### src/rtl/ultrasonic_trig_seq.sv
// Periodic HC-SR04 trigger sequencer with echo supervision (missing / stuck echo) on the 1 MHz clock.
// trig/busy/status are registered; a stuck-high echo holds the sequencer in HOLDOFF until echo drops.
module ultrasonic_trig_seq #(
  parameter int TRIG_US     = 10,
  parameter int PERIOD_US   = 60000,
  parameter int RISE_TMO_US = 30000,
  parameter int ECHO_MAX_US = 25000
) (
  input  logic       clk_1m,
  input  logic       rst,
  input  logic       enable,
  input  logic       echo,
  output logic       trig,
  output logic       busy,
  output logic       meas_done,
  output logic       no_echo,
  output logic       echo_stuck,
  output logic [7:0] fault_cnt
);

  typedef enum logic [2:0] {IDLE, TRIG, WAIT_RISE, WAIT_FALL, HOLDOFF} state_t;

  localparam logic [15:0] TRIG_LAST   = 16'(TRIG_US - 1);
  localparam logic [15:0] PERIOD_LAST = 16'(PERIOD_US - 1);
  localparam logic [15:0] RISE_LAST   = 16'(RISE_TMO_US - 1);
  localparam logic [15:0] ECHO_LAST   = 16'(ECHO_MAX_US - 1);

  state_t      state, state_nxt;
  logic        echo_s1, echo_s2;
  logic        rise, fall;
  logic [15:0] period_cnt, phase_cnt;
  logic        nr, st, nr_nxt, st_nxt;
  logic        complete;

  assign rise = echo_s1 & ~echo_s2;
  assign fall = ~echo_s1 & echo_s2;

  always_comb begin
    state_nxt = state;
    nr_nxt    = nr;
    st_nxt    = st;
    complete  = 1'b0;
    case (state)
      IDLE:      if (enable) state_nxt = TRIG;
      TRIG:      if (phase_cnt == TRIG_LAST) state_nxt = WAIT_RISE;
      WAIT_RISE: begin
        // an echo already high on entry never produces a rise, so it times out here
        if (rise) begin
          state_nxt = WAIT_FALL;
        end else if (phase_cnt == RISE_LAST) begin
          nr_nxt    = 1'b1;
          state_nxt = HOLDOFF;
        end
      end
      WAIT_FALL: begin
        if (fall) begin
          state_nxt = HOLDOFF;
        end else if (phase_cnt == ECHO_LAST) begin
          st_nxt    = 1'b1;
          state_nxt = HOLDOFF;
        end
      end
      HOLDOFF: begin
        if (period_cnt == PERIOD_LAST && !echo_s2) begin
          complete  = 1'b1;
          nr_nxt    = 1'b0;
          st_nxt    = 1'b0;
          state_nxt = enable ? TRIG : IDLE;
        end
      end
      default:   state_nxt = IDLE;
    endcase
  end

  always_ff @(posedge clk_1m or posedge rst) begin
    if (rst) begin
      state      <= IDLE;
      echo_s1    <= 1'b0;
      echo_s2    <= 1'b0;
      period_cnt <= '0;
      phase_cnt  <= '0;
      nr         <= 1'b0;
      st         <= 1'b0;
      trig       <= 1'b0;
      busy       <= 1'b0;
      meas_done  <= 1'b0;
      no_echo    <= 1'b0;
      echo_stuck <= 1'b0;
      fault_cnt  <= '0;
    end else begin
      echo_s1   <= echo;
      echo_s2   <= echo_s1;
      state     <= state_nxt;
      nr        <= nr_nxt;
      st        <= st_nxt;
      trig      <= (state_nxt == TRIG);
      busy      <= (state_nxt != IDLE);
      meas_done <= complete;

      if (state_nxt != state)
        phase_cnt <= '0;
      else if (phase_cnt != 16'hFFFF)
        phase_cnt <= phase_cnt + 16'd1;

      // trigger spacing comes from this counter reaching PERIOD_LAST before completion
      if (state_nxt == TRIG && state != TRIG)
        period_cnt <= '0;
      else if (state != IDLE && period_cnt != PERIOD_LAST)
        period_cnt <= period_cnt + 16'd1;

      if (complete) begin
        no_echo    <= nr;
        echo_stuck <= st;
        if ((nr | st) && fault_cnt != 8'hFF)
          fault_cnt <= fault_cnt + 8'd1;
      end
    end
  end

endmodule

### config.mk
export PLATFORM = sky130hd
export DESIGN_NAME = ultrasonic_trig_seq
export DESIGN_NICKNAME = d
export VERILOG_FILES = /design/src/rtl/ultrasonic_trig_seq.sv
export SDC_FILE = /design/constraint.sdc
export NUM_CORES = 1
export LEC_CHECK = 0
export BUFFER_PORTS_ARGS = -buffer_cell sky130_fd_sc_hd__buf_2
export CAP_MARGIN = 0
export CORE_UTILIZATION = 40
export DETAILED_ROUTE_END_ITERATION = 12
export GPL_ROUTABILITY_DRIVEN = 0
export SETUP_SLACK_MARGIN = 0.3
export SLEW_MARGIN = 20
export SYNTH_ARGS = -nofsm -noshare
export SYNTH_HDL_FRONTEND = slang
export SYNTH_SLANG_ARGS = --single-unit
### constraint.sdc
create_clock -name clk_1m -period 4.4 [get_ports clk_1m]
set_input_delay 1.1 -clock clk_1m [delete_from_list [all_inputs] [get_ports clk_1m]]
set_output_delay 1.1 -clock clk_1m [all_outputs]
set_load 0.01 [all_outputs]
Word level (Yosys, flattened, before mapping). Index checks and enable logic that the tools add are counted.

Flip-flop bits (word level): 52. Bits in latches: 0. Bits in writable memories: 0. Bits in read-only memories: 0. Bits of input ports: 4. Memories kept: 0.

$add $sub $neg: 3. $mul: 0. Divide/modulo/power cells: 0. $lt $le $gt $ge: 0. Eq/ne operators: 19. Shifts and indexed selects: 0. Muxes and demuxes: 22. Bitwise logic cells: 5. Reductions and logical operators: 15.

Operator list (number): 2-to-1 mux 16 bit (4); adder 16 x 1 -> 16 bit (second input constant) (2); == test 16 x 15 -> 1 bit (second input constant) (2); inequality test 16 bit (second input constant) (2); 2-to-1 mux 3 bit (7); == test 16 bit (second input constant) (1); == test 16 x 4 -> 1 bit (second input constant) (1); one-hot mux 3 bit (5 select lines) (1); inequality test 2 bit (second input constant) (5); adder 8 x 1 -> 8 bit (second input constant) (1); 2-to-1 mux 1 bit (8); inequality test 8 bit (second input constant) (1); AND reduction 4 bit (2); nonzero test 2 bit (4); == test 3 x 1 -> 1 bit (second input constant) (2); == test 3 x 2 -> 1 bit (second input constant) (2); nonzero test 3 bit (2); logical AND 1 bit (4); one-hot mux 1 bit (2 select lines) (2); == test 3 bit (second input constant) (1); logical NOT 3 bit (1); inequality test 3 x 1 -> 1 bit (second input constant) (1); inequality test 3 bit (1); bitwise AND 1 bit (2); 4 further kinds (5).

Depth between registers and ports, before layout. Gate-level depths: netlist of run 1.

Depth after elaboration: 7. Depth in mapped cells: 8. Gate-level depth less buffers: 7.

Least setup slack after synthesis of run 1. Ideal clock, no wire load.

Kind: flip-flop to flip-flop. From: register phase_cnt[1]. To: register phase_cnt[7]. Library setup time: 0.122 ns. Arrival: 1.975 ns. Required time: 4.278 ns. Setup slack: 2.303 ns. Stages on the path, launching flop included: 9. Clock period less this slack: 2.097 ns. Cells stage by stage: dfrtp_1 > inv_1 > ha_1 > or4bb_1 > nor4_4 > nor2b_1 > a211oi_4 > buf_6 > nor3_2.

Cells in the longest elaborated chain, start to end: 6.

RTL lines: start: declaration (line 31) `logic [15:0] period_cnt, phase_cnt;`; start signal: assignment (line 103) `phase_cnt <= phase_cnt + 16'd1;`; == test 16 x 15 -> 1 bit, on equally long branches (line 58, 50); 2-to-1 mux 3 bit, on equally long branches (line 58, 50); 2-to-1 mux 3 bit, on equally long branches (line 56, 48); one-hot mux 3 bit (5 select lines) (line 43) `case (state)`; inequality test 3 bit (line 100) `if (state_nxt != state)`; 2-to-1 mux 16 bit / nonzero test 2 bit (equally long branches).

Parallel ways exist; a longest one is shown, timed or not. The select of a mux whose other input is x is not followed. A chain may end at the register's enable or synchronous reset.

Worst setup path after layout of run 1.
From: register period_cnt[7]. To: register phase_cnt[5].

Cells in the longest elaborated chain, start to end: 6.

RTL lines: start: declaration (line 31); start signal: assignment (line 109) `period_cnt <= period_cnt + 16'd1;`; == test 16 bit * (line 64) `if (period_cnt == PERIOD_LAST && !echo_s2) begin`; logical AND 1 bit * (line 64); 2-to-1 mux 3 bit * (line 64); one-hot mux 3 bit (5 select lines) * (line 43); inequality test 3 bit * (line 100); 2-to-1 mux 16 bit / nonzero test 2 bit (equally long branches).

Mark *: on every way between the ends. The rest lies on a longest branch, timed or not.

==> results of run 1 <==
-- final timing paths --
check | startpoint | end | slack (ns) | cells past startpoint
max | period_cnt[7]$_DFFE_PP0P_ | phase_cnt[5]$_DFFE_PP0P_ | 1.63 | 5
min | echo_s1$_DFF_PP0_ | echo_s2$_DFF_PP0_ | 0.45 | 0
max reg2reg | period_cnt[7]$_DFFE_PP0P_ | phase_cnt[5]$_DFFE_PP0P_ | 1.63 | 5
min reg2reg | echo_s1$_DFF_PP0_ | echo_s2$_DFF_PP0_ | 0.45 | 0
max in group asynchronous | rst | phase_cnt[14]$_DFFE_PP0P_ | 2.95 | 2
min in group asynchronous | rst | period_cnt[2]$_DFFE_PP0P_ | 0.93 | 2
-- metrics by stage --
step	hold slack [ns]	area [sq um]	utilization [%]	instances	power (uW)
2_1_floorplan	0.383	2890	-	285	850
3_3_place_gp	0.430	3040	44.0	388	904
3_5_place_dp	0.438	3040	44.0	388	914
4_1_cts	0.458	3130	45.4	396	1200
5_1_grt	0.466	3140	45.5	396	1270
6_report	0.451	3140	45.5	396	1180
-- critical path, cell delays in order (launching register included) --
cell	delay, ns
dfrtp_1	0.45
or4b_4	0.55
nor4_4	0.49
a22oi_2	0.17
a211oi_4	0.78
a2111oi_0	0.15
-- cells in the final DEF (no fill, tap or decap), types with 5 or more instances in the layout --
cell and instances:
a21oi_1 8, nor4_1 5, nor3_1 12, clkbuf_8 5
nand2_1 24, buf_2 16, nor3_2 10, dfrtp_1 52
nor2_1 29, xnor2_1 16, xor2_1 14, and3_1 6
nand4_1 11, nand3_1 20
-- sequential cells by signal, indices dropped and copies added (netlist names), 3 cells and up --
register    flops
state           3
phase_cnt      16
fault_cnt       8
period_cnt     16
-- layout make-up --
type                            count  area (sq um)  area share, %
Multi-Input combinational cell    219          1530           48.6
Sequential cell                    52          1300           41.4
Tap cell                           96           120           3.82
Timing Repair Buffer               17          87.6           2.79
Clock buffer                        5          68.8           2.19
Clock inverter                      3          22.5          0.717
Inverter                            4          16.3          0.518
-- metal layers --
layer	vias up	global-route usage, %
li1	1046	-
met4	0	5.61
met3	8	3.13
met2	42	26.6
met1	1037	21.2
met5	-	0
-- synthesized netlist by cell type, types with 3 or more instances --
library cell,count
inv_1,4
nor3b_1,3
mux2_1,3
a21oi_1,8
nor4_4,3
mux2i_1,4
and3_1,6
nand2_1,24
nand4_1,11
o21ai_0,3
and4_1,4
nor3_1,12
nor2b_1,3
xor2_1,14
dfrtp_1,52
xnor2_1,16
nor4_1,5
nor3_2,10
ha_1,4
buf_2,5
nand3_1,20
nor2_1,29
-- where the power goes --
part           total [uW]  switching [uW]  internal, uW  leakage (uW)
clock network         277             162           114     0.0000485
registers             595            64.2           531      0.000701
logic                 306             185           122      0.000620
-- cell families after synthesis --
family	count (synthesis)
and+or+nand+nor	151
DFF	52
xor gates and xnor gates	30
AOI/OAI and AO/OA	27
buffers and inverters	14
muxes	7
adders and majority gates	4
==> results.ini, run 1 <==
[clock_network]
cts_max_level = 2
clock-sinks = 52
cts-root-buf = clkbuf_8
postCtsSetupBuffers = 0
cts_made_buffers = 5
cts_resized = 0
worstSkewPairLatency_ns = 0.30
clockBufferDepth = 2
ctsHoldBuffers = 0
clkTransAtPathRegs_ns = 0.10
cts_tree = done

[place]
dpl.hpwl_mm = 3.86
port_buffers = 16
dp_slack_ns = 1.52

[flow_run]
maxCapViolCount = 0

[setup_path]
critPathKind = reg2reg
crit_fanout = 16
end_kind = flip-flop
crit_arrival_ns = 2.91
startpoint_type = flip-flop
crit_required_ns = 4.54

[yosys]
ys_async_sr_fraction_pct = 100
syn_inst = 285
synth_mux_area_share_pct = 2.55
netlist_area_sq_mm = 0.00289
synth_fa_ha_area_share_pct = 1.73
synth_compound_area_share_pct = 7.22
synth_area_leaders = dfrtp_1, xnor2_1, xor2_1, nor2_1, nand3_1
synth_top_area_share_pct = 45.0
synth_seq_area_share_pct = 45.0
synth_seq_cells = 52
synth-simple-area-share_pct = 31.9
syn_area_per_cell_sq_um = 10.2
syn-num-nets = 293
synth_top_area_cell = dfrtp_1
dominantRegCellSynth = dfrtp_1
ys_types = 54
synth_top_family_by_area = simple AND/OR/NAND/NOR gates
yosys_warnings = 0
synth_xor_area_share_pct = 9.08
synth_edf_count = 0

[cells_and_area]
fillers = 704
drive_gt1_share_pct = 16.3
nets = 307
syn_to_final_growth_pct = 8.65
n_antenna_cell = 0

[routing]
ant_nets = 0
drt_pass1_iterations = 4
drt_wl_total_mm = 5.46
wl_met1_mm = 2.74
via_count = 2133
post-route-drc-count = 0
wl_per_cell_um = 13.8
dr.max_layer_used = met4
wl_met2_mm = 2.47
vias_per_cell = 5.39
drt_iter0_drc = 68
wl_met3_um = 168

[global_routing]
grt_pass1_wl_mm = 9.70
grt_pass1_vias = 2106
track_usage_pct = 16.1
grt-ovfl-total = 0
grt_max_degree = 53
antenna_found_initial = 0

[min_path]
hold_path_class = reg2reg

[sta]
setup_viol = 0
fmax_ghz = 0.361
finalHoldViolCount = 0
maxSlewViolCount = 0
fin_crit_ns = 2.77
fin_ws_ns = 1.63
max-slew-margin-rel_pct = 42.4
skew_ns = 0.00938
rsz0062_at_grt = false
worst_pin_slew_ns = 0.861
setup_tns_ns = 0
fin_crit_sh_pct = 63.0

[die]
rows = 30
dieArea_sq_mm = 0.00758
initial_core_util_pct = 41.9
die_h_um = 87.0
design.core.area_sq_mm = 0.00691
io_pins = 17
die_w_um = 87.0

[power]
p_per_area_mw_per_mm2 = 375
p_leak_uw = 0.00137
vdd_drop_max_uv = 174

[outcome]
status = finished, final reports clean

Note: power is estimated with default switching activity, not from simulation.
==> inputs of run 2 (changes only) <==
clock period = 2.7 ns   (was 4.4 ns; I/O delays follow)
==> results.ini, run 2 (synthesis gave the netlist of run 1 again) <==
[outcome]
status = finished, final reports clean

[setup_path]
rr_worst_depth = 6
reg2reg_from = period_cnt[7]$_DFFE_PP0P_
critPathLaunch = period_cnt[7]$_DFFE_PP0P_
critPathKind = reg2reg
timing.rr.end = phase_cnt[5]$_DFFE_PP0P_
critPathMaxStageDelay_ns = 0.55
end_kind = flip-flop
crit_required_ns = 2.87
path_cells = or4b_4 -> nor4_4 -> a22oi_2 -> a211oi_4 -> buf_4 -> a2111oi_0
crit_arrival_ns = 2.40
slowest_stage = or4b_4
startpoint_type = flip-flop
r2r_slack_ns = 0.47
crit_fanout = 16

[clock_network]
cts_made_buffers = 5
clkTransAtPathRegs_ns = 0.10
cts_tree = done
postCtsSetupBuffers = 0
worstSkewPairLatency_ns = 0.30
clockBufferDepth = 2
clock-sinks = 52
cts_max_level = 2
cts-root-buf = clkbuf_8

[cells_and_area]
reg_top3 = period_cnt: 16 flops, phase_cnt: 16 flops, fault_cnt: 8 flops
syn_to_final_growth_pct = 11.4
layout_commonest_cell = dfrtp_1
n_antenna_cell = 0
drive_gt1_share_pct = 18.3
layout_common_cells = dfrtp_1, nor2_1, nand2_1
nets = 313

[power]
finalPower_uw = 2030
p_leak_uw = 0.00141
p_per_area_mw_per_mm2 = 631
vdd_drop_max_uv = 334

[die]
io_pins = 17
die_h_um = 87.0
dieArea_sq_mm = 0.00758
initial_core_util_pct = 41.9
die_w_um = 87.0
rows = 30
design.core.area_sq_mm = 0.00691

[routing]
vias_per_cell = 5.32
drt_iter0_drc = 103
drt_pass1_iterations = 4
ant_nets = 0
post-route-drc-count = 0
via_count = 2139
wl_per_cell_um = 14.0
drt_wl_total_mm = 5.64

[min_path]
hold_path_class = in2async

[global_routing]
grt_max_degree = 53
grt_pass1_vias = 2089
grt-ovfl-total = 0
grt_pass1_wl_mm = 10.0
antenna_found_initial = 0
track_usage_pct = 16.7

[sta]
fin_ws_ns = 0.472
worst_pin_slew_ns = 0.620
maxSlewViolCount = 0
setup_tns_ns = 0
rsz0062_at_grt = false
fin_crit_ns = 2.23
fin_crit_sh_pct = 82.5
finalHoldViolCount = 0
fmax_ghz = 0.449
setup_viol = 0
skew_ns = 0.0119
max-slew-margin-rel_pct = 58.3

[flow_run]
maxCapViolCount = 0

[place]
dpl.hpwl_mm = 4.06
port_buffers = 16
dp_slack_ns = 0.381

==> run 2: cell count changes in the layout (fill, tap and decap cells not counted), sizes merged <==
cell,change
buf,+6
clkinv,-3
bufinv,+1
clkbuf,+1
inv,+1
==> run 2: critical path, delay by kind of cell, from the launching register on <==
kind	cells	cell delay, ns
flops	1	0.46
compound gates	3	0.48
buf+inv	1	0.29
simple gates	2	0.87
==> run 2: area by class of cell <==
cell class	instances	area (sq um)
tap	96	120
clock buffer	6	72.6
timing repair buffer	23	145
inverter	4	15.0
clock inverter	2	38.8
multi-input combinational	219	1530
sequential	52	1300
fill	670	3680
==> run 2: what timing repair did <==
action	in CTS	in global routing
hold buffers	0	0
setup endpoints to repair	0	9
gates resized for setup	0	2
==> run 2: per-stage QoR <==
stage	hold slack (ns)	utilization [%]	area (sq um)	std cells
6_report	0.400	46.6	3220	402
5_1_grt	0.413	46.6	3220	402
4_1_cts	0.404	46.5	3210	402
3_5_place_dp	0.420	44.9	3100	394
3_3_place_gp	0.432	44.9	3100	394
2_1_floorplan	0.383	-	2890	285
==> run 2: worst max-delay path by stage <==
stage	end	slack, ns	depth (start not counted)
after floorplan	phase_cnt[7]$_DFFE_PP0P_	0.60	8
after global placement	phase_cnt[1]$_DFFE_PP0P_	0.42	6
after detailed placement	phase_cnt[1]$_DFFE_PP0P_	0.38	6
after CTS	phase_cnt[1]$_DFFE_PP0P_	0.35	6
after global routing	phase_cnt[5]$_DFFE_PP0P_	0.31	7
final	phase_cnt[5]$_DFFE_PP0P_	0.47	6
==> run 2: power breakdown <==
part / internal, uW / switching [uW] / total, uW
clock network: 280 / 259 / 540
registers: 865 / 104 / 969
logic: 218 / 305 / 524
==> run 2: metal layers <==
metal	share of wire, %	vias to the layer above	wire (um)	track usage [%]
li1	-	1070	-	-
met1	49	1033	2780	22.8
met2	47	29	2650	27.1
met3	2.8	7	160	3.22
met4	0.99	0	56	4.55
met5	0	-	0	0
